<file path="config.mk">
export PLATFORM = sky130hd
export DESIGN_NAME = uart_frame_ctrl
export DESIGN_NICKNAME = d
export VERILOG_FILES = /design/src/rtl/uart_frame_ctrl.sv
export SDC_FILE = /design/constraint.sdc
export NUM_CORES = 1
export LEC_CHECK = 0
export ABC_CLOCK_PERIOD_IN_PS = 3870
export CAP_MARGIN = 20
export CORE_ASPECT_RATIO = 1.4
export CORE_UTILIZATION = 47
export CTS_CLUSTER_DIAMETER = 50
export DETAILED_ROUTE_END_ITERATION = 6
export GPL_TIMING_DRIVEN = 0
export PLACE_DENSITY = 0.72
export SKIP_LAST_GASP = 1
export SLEW_MARGIN = 10
export SYNTH_ARGS = -nofsm -noshare
export SYNTH_HDL_FRONTEND = slang
export SYNTH_SLANG_ARGS = --single-unit
export TNS_END_PERCENT = 1
</file>
<file path="constraint.sdc">
create_clock -name clk -period 3.87 [get_ports clk]
set_clock_uncertainty 0.05 [all_clocks]
set_input_delay 1.161 -clock clk [delete_from_list [all_inputs] [get_ports clk]]
set_output_delay 1.161 -clock clk [all_outputs]
set_load 0.02 [all_outputs]
</file>
<file path="src/rtl/uart_frame_ctrl.sv">
// ---------------------------------------------------------------------------
// uart_frame_ctrl
//   Assembles the byte stream coming out of uart_rx into command frames of the
//   form SYNC, CMD, LEN, DATA[0..LEN-1], CHK, and checks each one. CHK is the
//   XOR of CMD, LEN and every DATA byte. A good frame is latched onto the
//   frame_* outputs and announced with a one-cycle frame_valid pulse. Bad
//   frames raise a one-cycle error pulse and leave frame_* unchanged.
//
//   Optional feature (compile-time macro UART_FRAME_TIMEOUT_EN):
//     when defined, an inter-byte watchdog aborts a partial frame after
//     TIMEOUT_CLKS idle cycles and pulses err_timeout. When not defined, no
//     watchdog is built, err_timeout is tied 0, and the FSM waits forever.
//
// Ports
//   clk          in   1   system clock
//   rst          in   1   synchronous reset, active-high
//   rx_valid     in   1   one-cycle strobe, rx_byte is valid
//   rx_byte      in   8   received byte
//   frame_valid  out  1   one-cycle pulse, good frame on frame_*
//   frame_cmd    out  8   CMD of the last good frame
//   frame_len    out  3   LEN of the last good frame
//   frame_data   out  32  payload, DATA[i] in bits [8i+7:8i], unused bytes 0
//   err_chk      out  1   one-cycle pulse, checksum mismatch
//   err_len      out  1   one-cycle pulse, LEN > MAX_LEN
//   err_timeout  out  1   one-cycle pulse, inter-byte timeout
//   busy         out  1   high while a frame is in progress
//   frame_count  out  8   number of good frames, wraps 255 -> 0
// ---------------------------------------------------------------------------
module uart_frame_ctrl #(
  parameter logic [7:0]  SYNC_BYTE    = 8'hA5,
  parameter int          MAX_LEN      = 4,
  parameter logic [31:0] TIMEOUT_CLKS = 32'd100_000
) (
  input  logic        clk,
  input  logic        rst,
  input  logic        rx_valid,
  input  logic [7:0]  rx_byte,
  output logic        frame_valid,
  output logic [7:0]  frame_cmd,
  output logic [2:0]  frame_len,
  output logic [31:0] frame_data,
  output logic        err_chk,
  output logic        err_len,
  output logic        err_timeout,
  output logic        busy,
  output logic [7:0]  frame_count
);

  typedef enum logic [2:0] {
    S_IDLE = 3'd0,
    S_CMD  = 3'd1,
    S_LEN  = 3'd2,
    S_DATA = 3'd3,
    S_CHK  = 3'd4
  } state_e;

  // LEN is compared on all 8 received bits, so e.g. 8'h0C is rejected even
  // though its low 3 bits would fit.
  localparam logic [7:0] MaxLenB = 8'(MAX_LEN);

  state_e state_q, state_d;

  // Working registers for the frame being received.
  logic [7:0]  cmd_q, cmd_d;
  logic [2:0]  len_q, len_d;
  logic [2:0]  idx_q, idx_d;
  logic [31:0] data_q, data_d;
  logic [7:0]  chk_q, chk_d;

  // Registered outputs.
  logic        frame_valid_q, frame_valid_d;
  logic [7:0]  frame_cmd_q, frame_cmd_d;
  logic [2:0]  frame_len_q, frame_len_d;
  logic [31:0] frame_data_q, frame_data_d;
  logic        err_chk_q, err_chk_d;
  logic        err_len_q, err_len_d;
  logic        err_timeout_q, err_timeout_d;
  logic [7:0]  frame_count_q, frame_count_d;

  logic        tmo_hit;

`ifdef UART_FRAME_TIMEOUT_EN
  logic [31:0] tmo_cnt_q, tmo_cnt_d;

  // The abort is decided in the cycle where the counter would step onto
  // TIMEOUT_CLKS-1, so the registered pulse lands TIMEOUT_CLKS-1 clocks after
  // the last accepted byte. A byte in that same cycle takes priority.
  always_comb begin
    tmo_hit   = (state_q != S_IDLE) && !rx_valid &&
                (tmo_cnt_q == (TIMEOUT_CLKS - 32'd2));
    tmo_cnt_d = tmo_cnt_q + 32'd1;
    if (rx_valid || (state_q == S_IDLE) || tmo_hit) begin
      tmo_cnt_d = 32'd0;
    end
  end

  always_ff @(posedge clk) begin
    if (rst) begin
      tmo_cnt_q <= 32'd0;
    end else begin
      tmo_cnt_q <= tmo_cnt_d;
    end
  end
`else
  // No watchdog: the term is constant 0; TIMEOUT_CLKS stays referenced so
  // both builds take the same parameter list.
  assign tmo_hit = (TIMEOUT_CLKS == 32'd0) && 1'b0;
`endif

  // State register
  always_ff @(posedge clk) begin
    if (rst) begin
      state_q <= S_IDLE;
    end else begin
      state_q <= state_d;
    end
  end

  // Next-state logic
  always_comb begin
    state_d = state_q;
    if (tmo_hit) begin
      state_d = S_IDLE;
    end else if (rx_valid) begin
      case (state_q)
        S_IDLE: if (rx_byte == SYNC_BYTE) state_d = S_CMD;
        S_CMD:  state_d = S_LEN;
        S_LEN: begin
          if (rx_byte > MaxLenB)      state_d = S_IDLE;
          else if (rx_byte == 8'd0)   state_d = S_CHK;
          else                        state_d = S_DATA;
        end
        S_DATA: if ((idx_q + 3'd1) == len_q) state_d = S_CHK;
        S_CHK:  state_d = S_IDLE;
        default: state_d = S_IDLE;
      endcase
    end
  end

  // Output and working-register logic
  always_comb begin
    cmd_d         = cmd_q;
    len_d         = len_q;
    idx_d         = idx_q;
    data_d        = data_q;
    chk_d         = chk_q;
    frame_valid_d = 1'b0;
    frame_cmd_d   = frame_cmd_q;
    frame_len_d   = frame_len_q;
    frame_data_d  = frame_data_q;
    err_chk_d     = 1'b0;
    err_len_d     = 1'b0;
    err_timeout_d = tmo_hit;
    frame_count_d = frame_count_q;

    if (rx_valid) begin
      case (state_q)
        S_CMD: begin
          cmd_d = rx_byte;
          chk_d = rx_byte;
        end
        S_LEN: begin
          if (rx_byte > MaxLenB) begin
            err_len_d = 1'b1;
          end else begin
            // Zero-length frames also clear the payload so a good one
            // presents frame_data = 0.
            len_d  = rx_byte[2:0];
            idx_d  = 3'd0;
            data_d = 32'd0;
            chk_d  = chk_q ^ rx_byte;
          end
        end
        S_DATA: begin
          data_d[{idx_q[1:0], 3'b000} +: 8] = rx_byte;
          idx_d = idx_q + 3'd1;
          chk_d = chk_q ^ rx_byte;
        end
        S_CHK: begin
          if (rx_byte == chk_q) begin
            frame_valid_d = 1'b1;
            frame_cmd_d   = cmd_q;
            frame_len_d   = len_q;
            frame_data_d  = data_q;
            frame_count_d = frame_count_q + 8'd1;
          end else begin
            err_chk_d = 1'b1;
          end
        end
        default: ;
      endcase
    end
  end

  // Datapath and output registers
  always_ff @(posedge clk) begin
    if (rst) begin
      cmd_q         <= 8'd0;
      len_q         <= 3'd0;
      idx_q         <= 3'd0;
      data_q        <= 32'd0;
      chk_q         <= 8'd0;
      frame_valid_q <= 1'b0;
      frame_cmd_q   <= 8'd0;
      frame_len_q   <= 3'd0;
      frame_data_q  <= 32'd0;
      err_chk_q     <= 1'b0;
      err_len_q     <= 1'b0;
      err_timeout_q <= 1'b0;
      frame_count_q <= 8'd0;
    end else begin
      cmd_q         <= cmd_d;
      len_q         <= len_d;
      idx_q         <= idx_d;
      data_q        <= data_d;
      chk_q         <= chk_d;
      frame_valid_q <= frame_valid_d;
      frame_cmd_q   <= frame_cmd_d;
      frame_len_q   <= frame_len_d;
      frame_data_q  <= frame_data_d;
      err_chk_q     <= err_chk_d;
      err_len_q     <= err_len_d;
      err_timeout_q <= err_timeout_d;
      frame_count_q <= frame_count_d;
    end
  end

  assign frame_valid = frame_valid_q;
  assign frame_cmd   = frame_cmd_q;
  assign frame_len   = frame_len_q;
  assign frame_data  = frame_data_q;
  assign err_chk     = err_chk_q;
  assign err_len     = err_len_q;
  assign err_timeout = err_timeout_q;
  assign busy        = (state_q != S_IDLE);
  assign frame_count = frame_count_q;

endmodule
</file>
==> run summary <==
Outcome: finished, final reports clean
Initial Util: 48.9%
Maximum vdd drop: 0.206 mV
Slew Limit Fails: 0
Clock Latency Late Sink: 350 ps
Part of the cycle the worst path needs: 88.9%
Post-synthesis compound-gate area fraction: 12.2%
CP max FO: 10
Setup TNS: 0 ps
ANT nets after route: 0
Area grow syn2layout: 20.7%
RSZ-0062 raised after global routing: false
Post-synthesis mux area share: 9.83%
Dpl hpwl: 9370 microns
Final Cell Area: 6520 sq um
R2r setup slk: 1290 ps
Relative slew slack: 52.5%
Root buf cell: clkbuf_16
Post-route setup slack: 431 ps
Final WL: 13,200 microns
Number of buffers created by CTS: 9
Reg clk slew, reported paths: 70 ps
Largest family of logic cells by synthesized area: simple AND/OR/NAND/NOR gates
Dpl ws: 162 ps
Async set-reset flop share out of synthesis: 0%
Vias in the first global route: 4,382
Initial DRT Pass Iterations: 5
Hold WC Path Type: reg2reg
Row count: 45
CP Class: reg2out
Synth warnings: 0
Final Total Pwr: 2260 uW
Largest net degree at the start of global routing: 19
Final setup viols: 0
Post-synth EDFFs: 0
Fraction of the mapped netlist area in simple logic gates: 27.5%
Initial drt markers: 297
Routed vias/inst: 5.59
CORE AREA: 11,000 sq um
Minimum clock period: 3440 ps
Die area: 11,900 sq um
Final Hold Fails: 0
Setup crit start kind: flop
IO Count: 67
Sequential area share after synthesis: 41.2%
Total GRT Usage: 22.7%
Mean post-synth cell area: 8.98 sq um
Worst slew pin tran: 711 ps
Cells after Synth: 601
# hold bufs at CTS: 0
Yosys reg bits: 111
Total clock sinks: 111
Via Count: 4,579
Max_cap viols: 0
Synth Cell Area: 5400 sq um
Prevailing post-synth register cell: dfxtp_1
Xor/xnor cell area share of the yosys netlist: 1.95%
Net count after synthesis: 618
Clk buf depth: 2
Number of port buffers: 61
Critical path data required time: 2660 ps
CTS-repair resized insts: 0
Fmax: 291 MHz
Adder-Cell Fraction of Synth Area: 1.39%
WP data arrival: 2230 ps
Routability cong.: 0.909
Leak: 0.00201 uW
H-tree Lvls: 3
Fraction of layout cells with a size suffix above 1: 8.26%
Power per cell area: 347 nW/um^2
Cell Area, Placed: 6180 sq um
Synth cell types: 49
Initial antenna violation count: 0
Element type at the critical path end: output port
Die Wd: 92.6 microns
CTS tree: yes
Total global routing overflow: 0
DRC violations left: 0
Antenna Cells: 0
Die H: 129 microns
Setup Fix Bufs, Post-CTS: 0
DR WL/cell: 16.1 microns
Nets: 690
First-pass GRT wire length: 21,300 microns
[worst max-delay path, stage by stage (launching register included)]
cell and delay, ps:
dfxtp_1 330, clkbuf_1 300, clkbuf_1 430, or3_1 210
clkdlybuf4s50_1 610
[power breakdown]
part / switching, uW / internal (uW) / total (uW) / leakage (uW)
logic: 61.6 / 35.1 / 96.7 / 0.000963
registers: 0.0997 / 1140 / 1140 / 0.000893
clock network: 432 / 589 / 1020 / 0.000155
[cells by family after synthesis]
group	Yosys count
AND/OR/NAND/NOR	253
flip-flops	111
AO/OA/AOI/OAI	106
buffers and inverters	60
multiplexers	52
XOR/XNOR	12
adder cells (fa/ha/maj)	6
other	1
[final timing paths]
| kind | startpoint | to | cells past startpoint |
|---|---|---|---|
| min reg2reg | cmd_q[3] | cmd_q[3] | 2 |
| max reg2reg | idx_q[0] | data_q[11] | 6 |
| min | cmd_q[3] | cmd_q[3] | 2 |
| max | state_q[1] | busy | 4 |
[synth_stat cells, types with 2 or more instances]
cell type	n	area, sq um
a21oi_1	50	250
dfxtp_1	111	2220
inv_1	7	26.3
a221o_1	4	40.0
xnor2_1	11	96.3
buf_1	3	11.3
nand2b_1	93	582
mux2i_1	44	440
and4_1	2	17.5
nand2_1	35	131
nor2b_1	9	56.3
nand4bb_1	3	33.8
nor2_1	16	60.1
nand3_1	50	250
nor4b_2	2	30.0
ha_1	6	75.1
and2_0	3	18.8
buf_6	8	90.1
or2_2	2	12.5
nor3_1	11	55.1
nor4_1	3	18.8
nand4_1	8	50.1
clkbuf_1	29	109
buf_4	6	45.0
nand3b_1	2	15.0
a31oi_1	8	50.1
buf_2	7	35.0
o211ai_1	32	240
o21ai_0	7	35.0
mux2_2	8	90.1
a311oi_1	2	17.5
nor3b_1	2	15.0
[cell usage in the layout (no fill, tap or decap), types with 3 or more instances in the layout]
master | netlist | final
clkbuf_1 | 29 | 29
buf_2 | 7 | 7
inv_1 | 7 | 7
nor2b_1 | 9 | 9
buf_6 | 8 | 8
buf_4 | 6 | 6
nand2b_1 | 93 | 93
o21ai_0 | 7 | 7
clkbuf_16 | 0 | 9
buf_1 | 3 | 3
nand3_1 | 50 | 50
dfxtp_1 | 111 | 111
nand4_1 | 8 | 8
a21oi_1 | 50 | 50
nor4_1 | 3 | 3
nand4bb_1 | 3 | 3
a221o_1 | 4 | 4
xnor2_1 | 11 | 11
mux2_2 | 8 | 8
nor2_1 | 16 | 16
and2_0 | 3 | 3
clkdlybuf4s50_1 | 0 | 61
nor3_1 | 11 | 11
ha_1 | 6 | 6
o211ai_1 | 32 | 32
mux2i_1 | 44 | 44
nand2_1 | 35 | 35
a31oi_1 | 8 | 8
[area by class of cell]
cell class / instances / area, sq um
multi-input cells: 430 / 2860
inverters: 7 / 26.3
plain buffers: 53 / 290
well taps: 141 / 176
fillers: 1009 / 4520
clock buffers: 10 / 239
flip-flops and latches: 111 / 2220
repair buffers: 61 / 611
clock inverters: 6 / 92.6
[through the flow]
stage | std cells | utilization (%) | hold slack, ps
floorplan | 601 | - | 387
global placement | 803 | 56.0 | 399
detailed placement | 803 | 56.0 | 405
CTS | 819 | 59.0 | 416
global route | 819 | 59.0 | 436
finish | 819 | 59.0 | 414
[metal layers]
layer | track usage, % | vias to the layer above | routed length (microns)
met4 | 10.0 | 0 | 368
met2 | 39.8 | 129 | 6650
met3 | 3.96 | 27 | 679
met5 | 0 | - | 0
met1 | 27.1 | 2176 | 5480
li1 | - | 2247 | -
[registers in the layout, indices dropped and copies added, names as in the netlist, 8 cells and up]
signal / flops
cmd_q: 8
chk_q: 8
frame_cmd: 8
frame_data: 32
data_q: 32
frame_count: 8
Note: power is estimated with default switching activity, not from simulation.
